### config.mk
export PLATFORM = sky130hd
export DESIGN_NAME = packet_deparser
export DESIGN_NICKNAME = d
export VERILOG_FILES = /design/src/rtl/pkt_tx_pkg.sv /design/src/rtl/ipv4_csum.sv /design/src/rtl/packet_deparser.sv
export SDC_FILE = /design/constraint.sdc
export NUM_CORES = 1
export LEC_CHECK = 0
export ABC_AREA = 0
export CORE_MARGIN = 2
export CORE_UTILIZATION = 40
export DETAILED_ROUTE_END_ITERATION = 16
export MAX_ROUTING_LAYER = met4
export SETUP_SLACK_MARGIN = 0.05
export SLEW_MARGIN = 20
export SYNTH_ARGS = -nofsm -noshare
export SYNTH_HDL_FRONTEND = slang
export SYNTH_SLANG_ARGS = --single-unit
### constraint.sdc
create_clock -name CLK -period 21.1 [get_ports CLK]
set_input_delay 6.33 -clock CLK [delete_from_list [all_inputs] [get_ports CLK]]
set_output_delay 6.33 -clock CLK [all_outputs]
set_load 0.005 [all_outputs]
### src/rtl/pkt_tx_pkg.sv
// Shared constants and the state encoding for the Ethernet/IPv4/UDP transmit deparser.
package pkt_tx_pkg;

    localparam logic [15:0] ETHERTYPE_IPV4   = 16'h0800;
    localparam logic [7:0]  IP_PROTO_UDP     = 8'd17;
    localparam int          HDR_BYTES        = 42;
    localparam int          IPV4_HDR_BYTES   = 20;
    localparam int          UDP_HDR_BYTES    = 8;

    // Fixed IPv4 header halfwords: version/IHL/TOS, identification, DF flag with zero offset
    localparam logic [15:0] IPV4_VER_IHL_TOS = 16'h4500;
    localparam logic [15:0] IPV4_ID          = 16'h0000;
    localparam logic [15:0] IPV4_FLAGS_FRAG  = 16'h4000;
    localparam logic [15:0] UDP_CSUM         = 16'h0000;

    // Header occupies words 0..9; word 10 mixes the last two header bytes with payload
    localparam logic [3:0]  LAST_HDR_WORD    = 4'd9;

    typedef enum logic [1:0] {
        ST_IDLE = 2'd0,
        ST_HDR  = 2'd1,
        ST_PAY  = 2'd2,
        ST_DONE = 2'd3
    } deparse_state_e;

endpackage

### src/rtl/ipv4_csum.sv
// IPv4 header checksum over the ten header halfwords, checksum field taken as zero.
module ipv4_csum (
    input  logic [15:0] total_len_i,
    input  logic [7:0]  ttl_i,
    input  logic [31:0] ip_src_i,
    input  logic [31:0] ip_dst_i,
    output logic [15:0] csum_o
);
    import pkt_tx_pkg::*;

    logic [19:0] sum_w;
    logic [16:0] fold1_w;
    logic [15:0] fold2_w;

    // Ten halfwords never exceed 20 bits; two end-around folds always settle the carry
    always_comb begin
        sum_w = 20'(IPV4_VER_IHL_TOS) + 20'(total_len_i) + 20'(IPV4_ID)
              + 20'(IPV4_FLAGS_FRAG) + 20'({ttl_i, IP_PROTO_UDP})
              + 20'(ip_src_i[31:16]) + 20'(ip_src_i[15:0])
              + 20'(ip_dst_i[31:16]) + 20'(ip_dst_i[15:0]);
        fold1_w = 17'(sum_w[15:0]) + 17'(sum_w[19:16]);
        fold2_w = fold1_w[15:0] + 16'(fold1_w[16]);
        csum_o  = ~fold2_w;
    end

endmodule

### src/rtl/packet_deparser.sv
// Serialises an Ethernet/IPv4/UDP frame onto a 32-bit big-endian word bus.
//
// state | meaning
// IDLE  | waiting for start_i; fields latched on acceptance
// HDR   | emitting header words 0..9, one per cycle
// PAY   | collecting payload bytes; full words pulse out one cycle later
// DONE  | emitting the final (possibly partial) word with last_o
module packet_deparser #(
    parameter int MAX_PAY_LEN = 1472
) (
    input  logic        CLK,
    input  logic        reset,
    input  logic        start_i,
    input  logic [47:0] eth_dst_i,
    input  logic [47:0] eth_src_i,
    input  logic [31:0] ip_src_i,
    input  logic [31:0] ip_dst_i,
    input  logic [7:0]  ip_ttl_i,
    input  logic [15:0] udp_sport_i,
    input  logic [15:0] udp_dport_i,
    input  logic [15:0] pay_len_i,
    input  logic [7:0]  pay_data_i,
    input  logic        pay_valid_i,
    output logic        pay_ready_o,
    output logic [31:0] bus,
    output logic        start_of_packet_o,
    output logic        valid_o,
    output logic        last_o,
    output logic [1:0]  last_bytes_o,
    output logic        busy_o
);
    import pkt_tx_pkg::*;

    deparse_state_e state_q, state_d;
    logic [3:0]  hdr_idx_q, hdr_idx_d;
    logic [15:0] pay_cnt_q, pay_cnt_d;
    logic [31:0] acc_q, acc_d;
    logic [31:0] out_q, out_d;
    logic        out_vld_q, out_vld_d;
    logic [15:0] csum_q;

    logic [47:0] eth_dst_q, eth_src_q;
    logic [31:0] ip_src_q, ip_dst_q;
    logic [7:0]  ttl_q;
    logic [15:0] sport_q, dport_q, len_q;

    logic        accept;
    logic [15:0] len_clamped;
    logic [15:0] total_len;
    logic [15:0] udp_len;
    logic [15:0] csum_c;
    logic [1:0]  lane;
    logic        pay_last;
    logic [31:0] acc_ins;
    logic [31:0] hdr_word;

    assign accept      = (state_q == ST_IDLE) && start_i;
    assign len_clamped = (pay_len_i > 16'(MAX_PAY_LEN)) ? 16'(MAX_PAY_LEN) : pay_len_i;
    assign total_len   = len_q + 16'(IPV4_HDR_BYTES + UDP_HDR_BYTES);
    assign udp_len     = len_q + 16'(UDP_HDR_BYTES);
    // Payload byte n sits at frame byte 42+n, so its lane is offset by two
    assign lane        = pay_cnt_q[1:0] + 2'(HDR_BYTES);
    assign pay_last    = (pay_cnt_q == len_q - 16'd1);

    ipv4_csum u_csum (
        .total_len_i (total_len),
        .ttl_i       (ttl_q),
        .ip_src_i    (ip_src_q),
        .ip_dst_i    (ip_dst_q),
        .csum_o      (csum_c)
    );

    // Latch the packet fields once, on an accepted start
    always_ff @(posedge CLK or posedge reset) begin
        if (reset) begin
            eth_dst_q <= '0;
            eth_src_q <= '0;
            ip_src_q  <= '0;
            ip_dst_q  <= '0;
            ttl_q     <= '0;
            sport_q   <= '0;
            dport_q   <= '0;
            len_q     <= '0;
        end else if (accept) begin
            eth_dst_q <= eth_dst_i;
            eth_src_q <= eth_src_i;
            ip_src_q  <= ip_src_i;
            ip_dst_q  <= ip_dst_i;
            ttl_q     <= ip_ttl_i;
            sport_q   <= udp_sport_i;
            dport_q   <= udp_dport_i;
            len_q     <= len_clamped;
        end
    end

    // Checksum is registered during word 0, well ahead of word 6 that carries it
    always_ff @(posedge CLK or posedge reset) begin
        if (reset) begin
            csum_q <= '0;
        end else if (state_q == ST_HDR && hdr_idx_q == 4'd0) begin
            csum_q <= csum_c;
        end
    end

    // Next-state, payload packing and word hand-off
    always_comb begin
        state_d   = state_q;
        hdr_idx_d = hdr_idx_q;
        pay_cnt_d = pay_cnt_q;
        acc_d     = acc_q;
        out_d     = out_q;
        out_vld_d = 1'b0;

        acc_ins = acc_q;
        case (lane)
            2'd0:    acc_ins[31:24] = pay_data_i;
            2'd1:    acc_ins[23:16] = pay_data_i;
            2'd2:    acc_ins[15:8]  = pay_data_i;
            default: acc_ins[7:0]   = pay_data_i;
        endcase

        case (state_q)
            ST_IDLE: begin
                if (start_i) begin
                    state_d   = ST_HDR;
                    hdr_idx_d = '0;
                    pay_cnt_d = '0;
                    acc_d     = '0;
                    out_d     = '0;
                end
            end
            ST_HDR: begin
                if (hdr_idx_q == LAST_HDR_WORD) begin
                    hdr_idx_d = '0;
                    state_d   = (len_q != 16'd0) ? ST_PAY : ST_DONE;
                end else begin
                    hdr_idx_d = hdr_idx_q + 4'd1;
                end
            end
            ST_PAY: begin
                if (pay_valid_i) begin
                    pay_cnt_d = pay_cnt_q + 16'd1;
                    if (pay_last) begin
                        // Final word goes out in DONE with last_o; unused lanes stay zero
                        out_d   = acc_ins;
                        acc_d   = '0;
                        state_d = ST_DONE;
                    end else if (lane == 2'd3) begin
                        out_d     = acc_ins;
                        out_vld_d = 1'b1;
                        acc_d     = '0;
                    end else begin
                        acc_d = acc_ins;
                    end
                end
            end
            default: begin
                state_d = ST_IDLE;
            end
        endcase
    end

    // Control and datapath registers
    always_ff @(posedge CLK or posedge reset) begin
        if (reset) begin
            state_q   <= ST_IDLE;
            hdr_idx_q <= '0;
            pay_cnt_q <= '0;
            acc_q     <= '0;
            out_q     <= '0;
            out_vld_q <= 1'b0;
        end else begin
            state_q   <= state_d;
            hdr_idx_q <= hdr_idx_d;
            pay_cnt_q <= pay_cnt_d;
            acc_q     <= acc_d;
            out_q     <= out_d;
            out_vld_q <= out_vld_d;
        end
    end

    // Header word selection; word 10 onward comes from the payload packer
    always_comb begin
        case (hdr_idx_q)
            4'd0:    hdr_word = eth_dst_q[47:16];
            4'd1:    hdr_word = {eth_dst_q[15:0], eth_src_q[47:32]};
            4'd2:    hdr_word = eth_src_q[31:0];
            4'd3:    hdr_word = {ETHERTYPE_IPV4, IPV4_VER_IHL_TOS};
            4'd4:    hdr_word = {total_len, IPV4_ID};
            4'd5:    hdr_word = {IPV4_FLAGS_FRAG, ttl_q, IP_PROTO_UDP};
            4'd6:    hdr_word = {csum_q, ip_src_q[31:16]};
            4'd7:    hdr_word = {ip_src_q[15:0], ip_dst_q[31:16]};
            4'd8:    hdr_word = {ip_dst_q[15:0], sport_q};
            4'd9:    hdr_word = {dport_q, udp_len};
            default: hdr_word = '0;
        endcase
    end

    // Output drive; everything reads zero whenever valid_o is low
    always_comb begin
        bus               = '0;
        start_of_packet_o = 1'b0;
        valid_o           = 1'b0;
        last_o            = 1'b0;
        last_bytes_o      = 2'd0;
        case (state_q)
            ST_HDR: begin
                valid_o           = 1'b1;
                bus               = hdr_word;
                start_of_packet_o = (hdr_idx_q == 4'd0);
            end
            ST_PAY: begin
                valid_o = out_vld_q;
                bus     = out_vld_q ? out_q : 32'd0;
            end
            ST_DONE: begin
                valid_o      = 1'b1;
                bus          = out_q;
                last_o       = 1'b1;
                last_bytes_o = len_q[1:0] + 2'(HDR_BYTES);
            end
            default: begin
                valid_o = 1'b0;
            end
        endcase
    end

    assign pay_ready_o = (state_q == ST_PAY);
    assign busy_o      = (state_q != ST_IDLE);

endmodule

==> impl_summary.txt, run 1 <==
----------------------------------------------------
[Status]
  Run status ... finished clean

[Floorplanning]
  Initial core utilization ... 0.403
  Die Span Y ... 220 um
  Die W ... 220 um
  Row count ... 79
  Floorplan core area ... 0.0464 mm2
  Area of the die ... 0.0485 mm2
  Number of I/O pins ... 267

[Synth]
  Top cells by area in the synthesized netlist ... sky130_fd_sc_hd__dfrtp_1, sky130_fd_sc_hd__nand2_1, sky130_fd_sc_hd__fa_1
  Post-synth design cell area ... 0.0187 mm2
  Number of enable flip-flop cells after synthesis ... 0
  Number of instances in the synthesized netlist ... 2098
  Most common cell in the netlist ... sky130_fd_sc_hd__nand2_1
  Commonest cells in the netlist ... sky130_fd_sc_hd__nand2_1, sky130_fd_sc_hd__dfrtp_1, sky130_fd_sc_hd__inv_1
  Cell taking the most area after synthesis ... sky130_fd_sc_hd__dfrtp_1
  Area fraction of the dominant cell type after synthesis ... 0.427
  Average cell area after synthesis ... 8.91 um2
  Number of library cell types mapped by synthesis ... 84
  Yosys Warn Count ... 0
  Flops & latches, synth ... 319
  Ys async rst share ... 1.00
  Seq/Total Area, Yosys ... 0.427
  Net count after synthesis ... 2445
  Most used DFF post-synth ... sky130_fd_sc_hd__dfrtp_1

[GRT]
  Via count of the first global-routing pass ... 16.4k
  Number of antenna violations at the first check in global routing ... 0
  Total routing resource utilization after global routing ... 0.303
  First-pass GRT wire length ... 104000 um
  Largest net degree at the start of global routing ... 92
  GRT overflow ... 0

[Finish]
  Number of fill cells ... 4434
  Footprint of the multi-input gates ... 0.00986 mm2
  Inserted Diodes ... 0
  Share of layout cells above drive strength 1 ... 0.0512
  Post-synthesis to final-layout area growth ... 23.1%
  FF/Latch Area ... 0.00798 mm2
  Number of nets in the layout ... 2643

[Clock tree]
  Clock-pin transition on the worst setup and hold timing paths ... 60 ps
  Setup Buffers After CTS ... 0
  Maximum root-to-sink buffer count ... 3
  Clock Latency Late Sink ... 550 ps
  PostCTS Resize Cnt ... 0
  Max H-tree Level ... 2
  TritonCTS clock tree ... built
  Hold bufs inserted after CTS ... 0
  Clock root buffer ... sky130_fd_sc_hd__clkbuf_16
  Clock sink count ... 319
  Number of clock buffers inserted by TritonCTS ... 38

[Routing]
  Antenna-violating nets left ... 0
  Mean number of vias per cell ... 5.61
  Wire length after detailed routing ... 70800 um
  Overall via count from detail_route ... 16.4k
  # DRC ... 0
  Average detailed-routed wire length per instance ... 24.2 um
  1st-iter DRT viols ... 1881
  DR pass1 iterations ... 6

[STA]
  Final-report hold violation count ... 0
  Final number of max-transition violations ... 0
  Highest achievable clock rate ... 92.5 MHz
  Minimum clock period after layout ... 10810 ps
  Fin Clk Skew ... 14.0 ps
  Final-report setup violation count ... 0
  Worst-case hold slack ... 475 ps
  Slew at the pin closest to its max-slew limit ... 1070 ps
  Relative slew slack ... 0.282
  Share of the cycle needed by the critical path after routing ... 0.512
  Setup Total Neg Slack ... 0 ps
  Unrepaired setup endpoints after global routing ... no
  Post-route setup slack ... 10290 ps

[Critical path]
  R2R Setup Slk ... 11140 ps
  Data required, critical path ... 14770 ps
  Worst Setup Start Kind ... flop
  Crit path max fanout ... 22
  Endpoint arrival time on the critical path ... 4480 ps
  Depth of the most critical reg-to-reg path ... 40
  Largest stage delay on the critical path ... 920 ps
  Startpoint-to-endpoint class of the critical path ... reg2out
  Crit path capture type ... output port
  Cells along the critical path ... nand2b_1, nor2_1, a22oi_1, o21ai_0, a221oi_1, a21oi_1, a21oi_1, nor2_1, clkdlybuf4s50_1
  Slowest stage cell, crit path ... sky130_fd_sc_hd__dfrtp_1

[Worst hold path]
  Hold crit path type ... reg2reg
  Hold Crit Depth ... 2

[Placed design]
  Setup slack after placement ... 10910 ps
  Count of input and output buffers ... 266
  GP Congestion ... 0.985
  Detailed placement HPWL ... 54300 um

[Run]
  Max-cap violation count ... 0

----------------------------------------------------
[cells by family (layout without fill, tap and decap cells)]
logic type	after synthesis	count (layout)	share of synthesized area
AO/OA/AOI/OAI	390	390	0.154
adder cells (fa/ha/maj)	119	119	0.102
AND/OR/NAND/NOR	909	909	0.202
flip-flops	319	319	0.427
multiplexers	42	42	0.0229
buffers and inverters	227	451	0.0480
XOR/XNOR	92	92	0.0431
[cell usage in the layout, fill, tap and decap left out, types with 8 or more instances in the layout]
cell type / instances
sky130_fd_sc_hd__nand2_1: 663
sky130_fd_sc_hd__dfrtp_1: 318
sky130_fd_sc_hd__clkdlybuf4s50_1: 266
sky130_fd_sc_hd__inv_1: 101
sky130_fd_sc_hd__nor2_1: 93
sky130_fd_sc_hd__ha_1: 63
sky130_fd_sc_hd__o21ai_0: 62
sky130_fd_sc_hd__a21oi_1: 57
sky130_fd_sc_hd__fa_1: 56
sky130_fd_sc_hd__xnor2_1: 54
sky130_fd_sc_hd__a22oi_1: 49
sky130_fd_sc_hd__a22o_1: 44
sky130_fd_sc_hd__clkbuf_16: 39
sky130_fd_sc_hd__xor2_1: 38
sky130_fd_sc_hd__mux2i_1: 36
sky130_fd_sc_hd__o2bb2ai_1: 34
sky130_fd_sc_hd__nand3_1: 31
sky130_fd_sc_hd__a31oi_1: 23
sky130_fd_sc_hd__a221oi_1: 21
sky130_fd_sc_hd__and2_1: 18
sky130_fd_sc_hd__nor3_1: 15
sky130_fd_sc_hd__a222oi_1: 14
sky130_fd_sc_hd__buf_4: 14
sky130_fd_sc_hd__or3_1: 11
sky130_fd_sc_hd__nand4_1: 11
sky130_fd_sc_hd__nand2b_1: 10
sky130_fd_sc_hd__a21o_1: 9
sky130_fd_sc_hd__or2_2: 8
sky130_fd_sc_hd__o2111ai_1: 8
sky130_fd_sc_hd__clkbuf_8: 8
sky130_fd_sc_hd__clkbuf_1: 8
[area by class of cell]
cell class / instances / share of cell area
clock inverters: 11 / 0.00403
clock buffers: 55 / 0.0485
inverters: 102 / 0.0170
well taps: 607 / 0.0330
multi-input cells: 1552 / 0.429
repair buffers: 283 / 0.122
flip-flops and latches: 319 / 0.347
[registers in the layout (all words and copies together), names as in the netlist]
name,cells
csum_q,16
ttl_q,8
eth_dst_q,48
hdr_idx_q,4
len_q,16
dport_q,16
ip_dst_q,32
out_vld_q,1
eth_src_q,48
acc_q,32
sport_q,16
state_q,2
ip_src_q,32
pay_cnt_q,16
out_q,32
[path summary, 6_finish.rpt]
| path | from | to |
|---|---|---|
| setup / recovery | hdr_idx_q[0] | bus[10] |
| hold / removal | eth_src_q[2] | eth_src_q[2] |
| setup reg to reg | len_q[3] | csum_q[13] |
| hold reg to reg | eth_src_q[2] | eth_src_q[2] |
| max in group asynchronous | reset | hdr_idx_q[1] |
| min in group asynchronous | reset | pay_cnt_q[10] |
[per-layer routing]
layer,track usage,share of wire
met5,-,0
met4,0.121,0.043
met3,0.0446,0.072
met2,0.458,0.46
met1,0.410,0.43
[metrics by stage]
step            util  instances  cell area, um2
2_1_floorplan      -       2098           18700
4_1_cts        0.496       2929           23000
3_3_place_gp   0.470       2863           21800
3_5_place_dp   0.470       2863           21800
6_report       0.496       2929           23000
5_1_grt        0.496       2929           23000
[worst max-delay path, delay by kind of cell, from the launching register on]
family,cells,cell delay (ps)
AOI/OAI and AO/OA,5,1060
buffers and inverters,1,500
and+or+nand+nor,3,1430
DFF,1,920
Power of run 1 is not shown: default switching activity piles up to over one toggle a cycle in this logic, so the estimate is an artifact.
==> run 2, diff against run 1 <==
==> constraint.sdc (replaced) <==
create_clock -name CLK -period 9.7 [get_ports CLK]
set_input_delay 2.91 -clock CLK [delete_from_list [all_inputs] [get_ports CLK]]
set_output_delay 2.91 -clock CLK [all_outputs]
set_load 0.005 [all_outputs]
==> run 2 against run 1 <==
Compared with the run above: critical path depth increased by 32; sequential share of layout area decreased by 0.35 points; critical endpoint is now csum_q[13]; routed wire length shrank 2.2%; critical path type is now reg2reg; global-route usage shrank 0.72 points.
==> impl_summary.txt, run 2 (synthesis gave the netlist of run 1 again) <==
----------------------------------------------------
[STA]
  Minimum clock period after layout ... 9070 ps
  Final-report setup violation count ... 0 (unchanged)
  Unrepaired setup endpoints after global routing ... no
  Setup Total Neg Slack ... 0 ps (unchanged)
  Final number of max-transition violations ... 0 (unchanged)
  Relative slew slack ... 0.263 (-0.0197)
  Highest achievable clock rate ... 110 MHz
  Slew at the pin closest to its max-slew limit ... 1110 ps (+33.6 ps)
  Final-report hold violation count ... 0 (unchanged)
  Share of the cycle needed by the critical path after routing ... 0.935
  Fin Clk Skew ... 13.3 ps (-0.719 ps)

[Clock tree]
  Clock-pin transition on the worst setup and hold timing paths ... 60 ps (about the same)
  Number of clock buffers inserted by TritonCTS ... 37 (-2.6%)
  Clock root buffer ... sky130_fd_sc_hd__clkbuf_16
  Hold bufs inserted after CTS ... 0 (unchanged)
  Maximum root-to-sink buffer count ... 3 (unchanged)
  Max H-tree Level ... 2 (unchanged)
  Clock Latency Late Sink ... 570 ps (+20 ps)
  Clock sink count ... 319 (unchanged)
  TritonCTS clock tree ... built

[Floorplanning]
  Floorplan core area ... 0.0464 mm2 (unchanged)
  Initial core utilization ... 0.403 (unchanged)
  Number of I/O pins ... 267 (unchanged)
  Area of the die ... 0.0485 mm2 (unchanged)
  Row count ... 79 (unchanged)
  Die W ... 220 um (unchanged)
  Die Span Y ... 220 um (unchanged)

[Worst hold path]
  Hold Crit Depth ... 2 (unchanged)
  Hold crit path type ... reg2reg

[Finish]
  Most used cells in the layout excluding fill and tap cells ... sky130_fd_sc_hd__nand2_1, sky130_fd_sc_hd__dfrtp_1, sky130_fd_sc_hd__clkdlybuf4s50_1
  Share of layout cells above drive strength 1 ... 0.0609 (+0.00964)
  Number of nets in the layout ... 2654 (+0.42%)
  Registers with the most flip-flops ... eth_dst_q: 48 flops, eth_src_q: 48 flops
  Leading cell type in the layout, fill and taps excluded ... sky130_fd_sc_hd__nand2_1
  Number of fill cells ... 4378 (-1.3%)
  Post-synthesis to final-layout area growth ... 24.4%

[GRT]
  Number of antenna violations at the first check in global routing ... 2 (+2)
  First-pass GRT wire length ... 102000 um (-2.2%)
  GRT overflow ... 0 (unchanged)
  Total routing resource utilization after global routing ... 0.296 (-0.00720)
  Via count of the first global-routing pass ... 16.2k (-1.2%)
  Largest net degree at the start of global routing ... 223 (+140%)

[Routing]
  Average detailed-routed wire length per instance ... 23.6 um (-2.6%)
  # DRC ... 0 (unchanged)
  Mean number of vias per cell ... 5.56 (-0.88%)
  Wire length after detailed routing ... 69300 um (-2.2%)
  DR pass1 iterations ... 6 (unchanged)
  Antenna-violating nets left ... 0 (unchanged)
  Overall via count from detail_route ... 16.4k (-0.47%)
  1st-iter DRT viols ... 1640 (-13%)

[Critical path]
  Largest stage delay on the critical path ... 540 ps (-380 ps)
  Crit path max fanout ... 7 (-68%)
  Slowest stage cell, crit path ... sky130_fd_sc_hd__fa_1
  Cell repeated most along the worst path ... sky130_fd_sc_hd__nand3_1
  Data required, critical path ... 10200 ps (-4570 ps)
  Depth of the most critical reg-to-reg path ... 41 (+2.5%)
  Worst Setup Start Kind ... flop
  Startpoint-to-endpoint class of the critical path ... reg2reg
  Endpoint arrival time on the critical path ... 9570 ps (+5090 ps)
  Crit path capture type ... flop

[Placed design]
  GP Congestion ... 0.950 (-3.6%)
  Detailed placement HPWL ... 52900 um (-2.6%)
  Count of input and output buffers ... 266 (unchanged)

[Run]
  Max-cap violation count ... 0 (unchanged)

[Status]
  Run status ... finished clean

----------------------------------------------------
==> run 2: cell count changes in the layout (fill, tap and decap cells not counted), sizes merged <==
cell	change
inv	-1
diode	+2
clkinvlp	-1
bufinv	+4
buf	+12
clkinv	+2
clkbuf	-6
==> run 2: worst paths after layout <==
kind,startpoint,end,slack [ps]
setup / recovery,len_q[3],csum_q[13],630
max in group asynchronous,reset,acc_q[11],5070
min in group asynchronous,reset,state_q[0],2730
hold / removal,eth_dst_q[41],eth_dst_q[41],470
hold reg to reg,eth_dst_q[41],eth_dst_q[41],470
setup reg to reg,len_q[3],csum_q[13],630
==> run 2: area by class of cell <==
type | count | area, um2 | share of cell area
Multi-Input combinational cell | 1552 | 9900 | 0.426
Clock buffer | 49 | 1040 | 0.0449
Antenna cell | 2 | 5.00 | 0.000215
Timing Repair Buffer | 295 | 2930 | 0.126
Sequential cell | 319 | 7980 | 0.344
Clock inverter | 15 | 230 | 0.00991
Tap cell | 607 | 759 | 0.0327
Inverter | 102 | 389 | 0.0167
==> run 2: timing repair <==
item	CTS	global route
buffers inserted	0	2
endpoints found under the setup margin	0	11
endpoints found under the hold margin	0	0
gates resized for setup	0	14
==> run 2: worst max-delay path: cells and delay by family, from the launching register on <==
family,cells,cell delay (ps)
adders and majority gates,9,3250
DFF,1,450
buffers and inverters,4,270
AOI/OAI and AO/OA,11,1780
and+or+nand+nor,15,2860
xor gates and xnor gates,2,360
==> run 2: routing by layer <==
metal | vias up | wire, um | global-route usage
met5 | - | 0 | -
met3 | 116 | 5480 | 0.0675
met2 | 602 | 31300 | 0.437
met1 | 8112 | 29600 | 0.393
li1 | 7528 | - | -
met4 | 0 | 2980 | 0.119
==> run 2: per-stage QoR <==
step	setup slack (ps)	instances	hold WS, ps	utilization	cell area (um2)
final	634	2941	474	0.501	23200
after global routing	58.9	2941	500	0.501	23200
after CTS	61.5	2936	478	0.499	23100
after detailed placement	113	2872	463	0.472	21900
after global placement	358	2872	458	0.472	21900
after floorplan	1020	2098	440	-	18700
Power of run 2 is left out for the same reason.
==> edit, RTL diff (config.mk and constraints of run 2) <==
The 4 states of `deparse_state_e` get a one-hot encoding in 4 bits.
--- a/src/rtl/pkt_tx_pkg.sv
+++ b/src/rtl/pkt_tx_pkg.sv
@@ -16,11 +16,11 @@
     // Header occupies words 0..9; word 10 mixes the last two header bytes with payload
     localparam logic [3:0]  LAST_HDR_WORD    = 4'd9;
 
-    typedef enum logic [1:0] {
-        ST_IDLE = 2'd0,
-        ST_HDR  = 2'd1,
-        ST_PAY  = 2'd2,
-        ST_DONE = 2'd3
+    typedef enum logic [3:0] {
+        ST_IDLE = 4'b0001,
+        ST_HDR  = 4'b0010,
+        ST_PAY  = 4'b0100,
+        ST_DONE = 4'b1000
     } deparse_state_e;
 
 endpackage
Function: same outputs for any inputs over 4 cycles, from zero or initial values and one cycle with reset high; so few cycles prove little.
==> edit against run 2 <==
- count of clock-buffer cells in the layout up 3
- design area barely moved
- wire length decreased by 3.9%
- global-route usage decreased by 1.1 points
- setup slack got worse by 120 ps
- sequential share of layout area increased by 0.19 points
- sequential cell count rose by 2
- synthesized area down 0.33%
Power is not shown: default switching activity piles up to over one toggle a cycle in this logic, so the estimate is an artifact.
==> edit: results (changes against run 2) <==
* Outcome: complete, no violations
* H-tree level count at 2 (unchanged)
* Clock-pin slew on the worst setup and hold paths at 60 ps (about the same)
* Synth top area cells: dfrtp_1, nand2_1, fa_1
* CP Max Fanout at 8 (+1)
* Drt wl/cell at 22.78 µm (-3.3%)
* CP arrival at 9620 ps (+50 ps)
* GRT Total Usage at 28.46% (-1.1 points)
* Relative slew slack at 27.11% (+0.86 points)
* Number of post-CTS setup repair buffers at 0 (unchanged)
* Critical path's slowest cell: fa_1
* Longest Clk Path Bufs at 3 (unchanged)
* Num CTS Buffers at 38 (+2.7%)
* Clk_skew at 9.727 ps (-3.571 ps)
* Synth Area in Compound Gates at 14.09% (-1.3 points)
* Via Count at 16,170 (-1.2%)
* Diode count at 0 (-2)
* Synth top cells by count: nand2_1, dfrtp_1, clkbuf_1
* Ys flop type: dfrtp_1
* Sequential fraction of the synthesis area at 43.15% (+0.42 points)
* Biggest regs: eth_dst_q: 48 flops, eth_src_q: 48 flops
* Layout cells sized above 1 at 6.307% (+0.22 points)
* YS warnings at 0 (unchanged)
* Global-route wire length before repair at 98,670 µm (-3.3%)
* Distinct cells, synth at 82 (-2.4%)
* Met3 global-route usage at 5.383% (-1.4 points)
* Insertion delay to the later sink of the worst-skew pair at 560 ps
* Met1 GRT Util at 37.02% (-2.3 points)
* Initial antenna violation count at 0 (-2)
* Final ANT Viol Nets at 0 (unchanged)
* Critical Path Max Stage Delay at 570 ps (+30 ps)
* Initial DRC Count at 1,499 (-8.6%)
* R2R Setup Slk at 520 ps (-120 ps)
* Post-CTS Resized at 2 (+2)
* Fillers at 4,402 (+0.55%)
* Largest net degree at the start of global routing at 160 (-28%)
* Detail Placement HPWL at 50,570 µm (-4.3%)
* CP top delay family: adder cells
* Grt met2 use at 44.26% (+0.53 points)
* Placer Congestion at 0.9319 (-1.9%)
* Post-synth ARST share at 100.0% (unchanged)
* Worst Hold Class: register to register
* Post-synthesis xor/xnor area fraction at 4.368% (+0.055 points)
* Synth Net Count at 2,413 (-1.3%)
* Port bufs at 266 (unchanged)
* Initial DRT Pass Iterations at 6 (unchanged)
* Multiplexer share of the synthesized area at 2.110% (-0.18 points)
* CTS root buffer: clkbuf_16
* Adder-Cell Fraction of Synth Area at 9.972% (-0.25 points)
* Layout Nets at 2,629 (-0.94%)
==> edit: cell types whose count changed after synthesis, sizes merged, moves of 8 or more <==
cell	run 2	this run
a21oi	58	46
a221oi	21	8
and3	6	18
nor2	98	71
a222oi	14	32
o21ai	65	83
a31oi	23	11
a22oi	49	41
nand3	31	53
==> edit: path summary, 6_finish.rpt <==
| path | startpoint | end | cells after the start |
|---|---|---|---|
| setup reg to reg | len_q[3]$_DFFE_PP0P_ | csum_q[15]$_DFFE_PP0P_ | 39 |
| min in group asynchronous | reset | ip_dst_q[30]$_DFFE_PP0P_ | 2 |
| hold reg to reg | dport_q[15]$_DFFE_PP0P_ | dport_q[15]$_DFFE_PP0P_ | 2 |
| max in group asynchronous | reset | ip_dst_q[4]$_DFFE_PP0P_ | 3 |
| setup / recovery | len_q[3]$_DFFE_PP0P_ | csum_q[15]$_DFFE_PP0P_ | 39 |
| hold / removal | dport_q[15]$_DFFE_PP0P_ | dport_q[15]$_DFFE_PP0P_ | 2 |
==> edit: cell type report <==
cell class              instances  share of cell area, %
multi-input cells            1535                  42.36
flip-flops and latches        321                  34.55
repair buffers                294                  12.55
clock buffers                  52                  4.621
well taps                     607                  3.265
inverters                      97                  1.582
clock inverters                16                  1.076
==> edit: metrics by stage <==
stage                     instance area (µm²)  worst slack (ps)  hold WS [ps]  std cells  utilization, %
after floorplan                         18620              1063         440.1       2071               -
after global placement                  21800             225.8         454.7       2849           47.13
after detailed placement                21800            -16.64         459.5       2849           47.13
after CTS                               23140             99.72         477.6       2917           50.01
after global routing                    23260            -24.75         490.9       2922           50.28
final                                   23260             518.8         474.5       2922           50.28
==> edit: layer usage <==
metal / vias up / wire length (µm)
li1: 7450 / -
met1: 8013 / 28180
met2: 564 / 31190
met3: 142 / 4540
met4: 0 / 2654
met5: - / 0
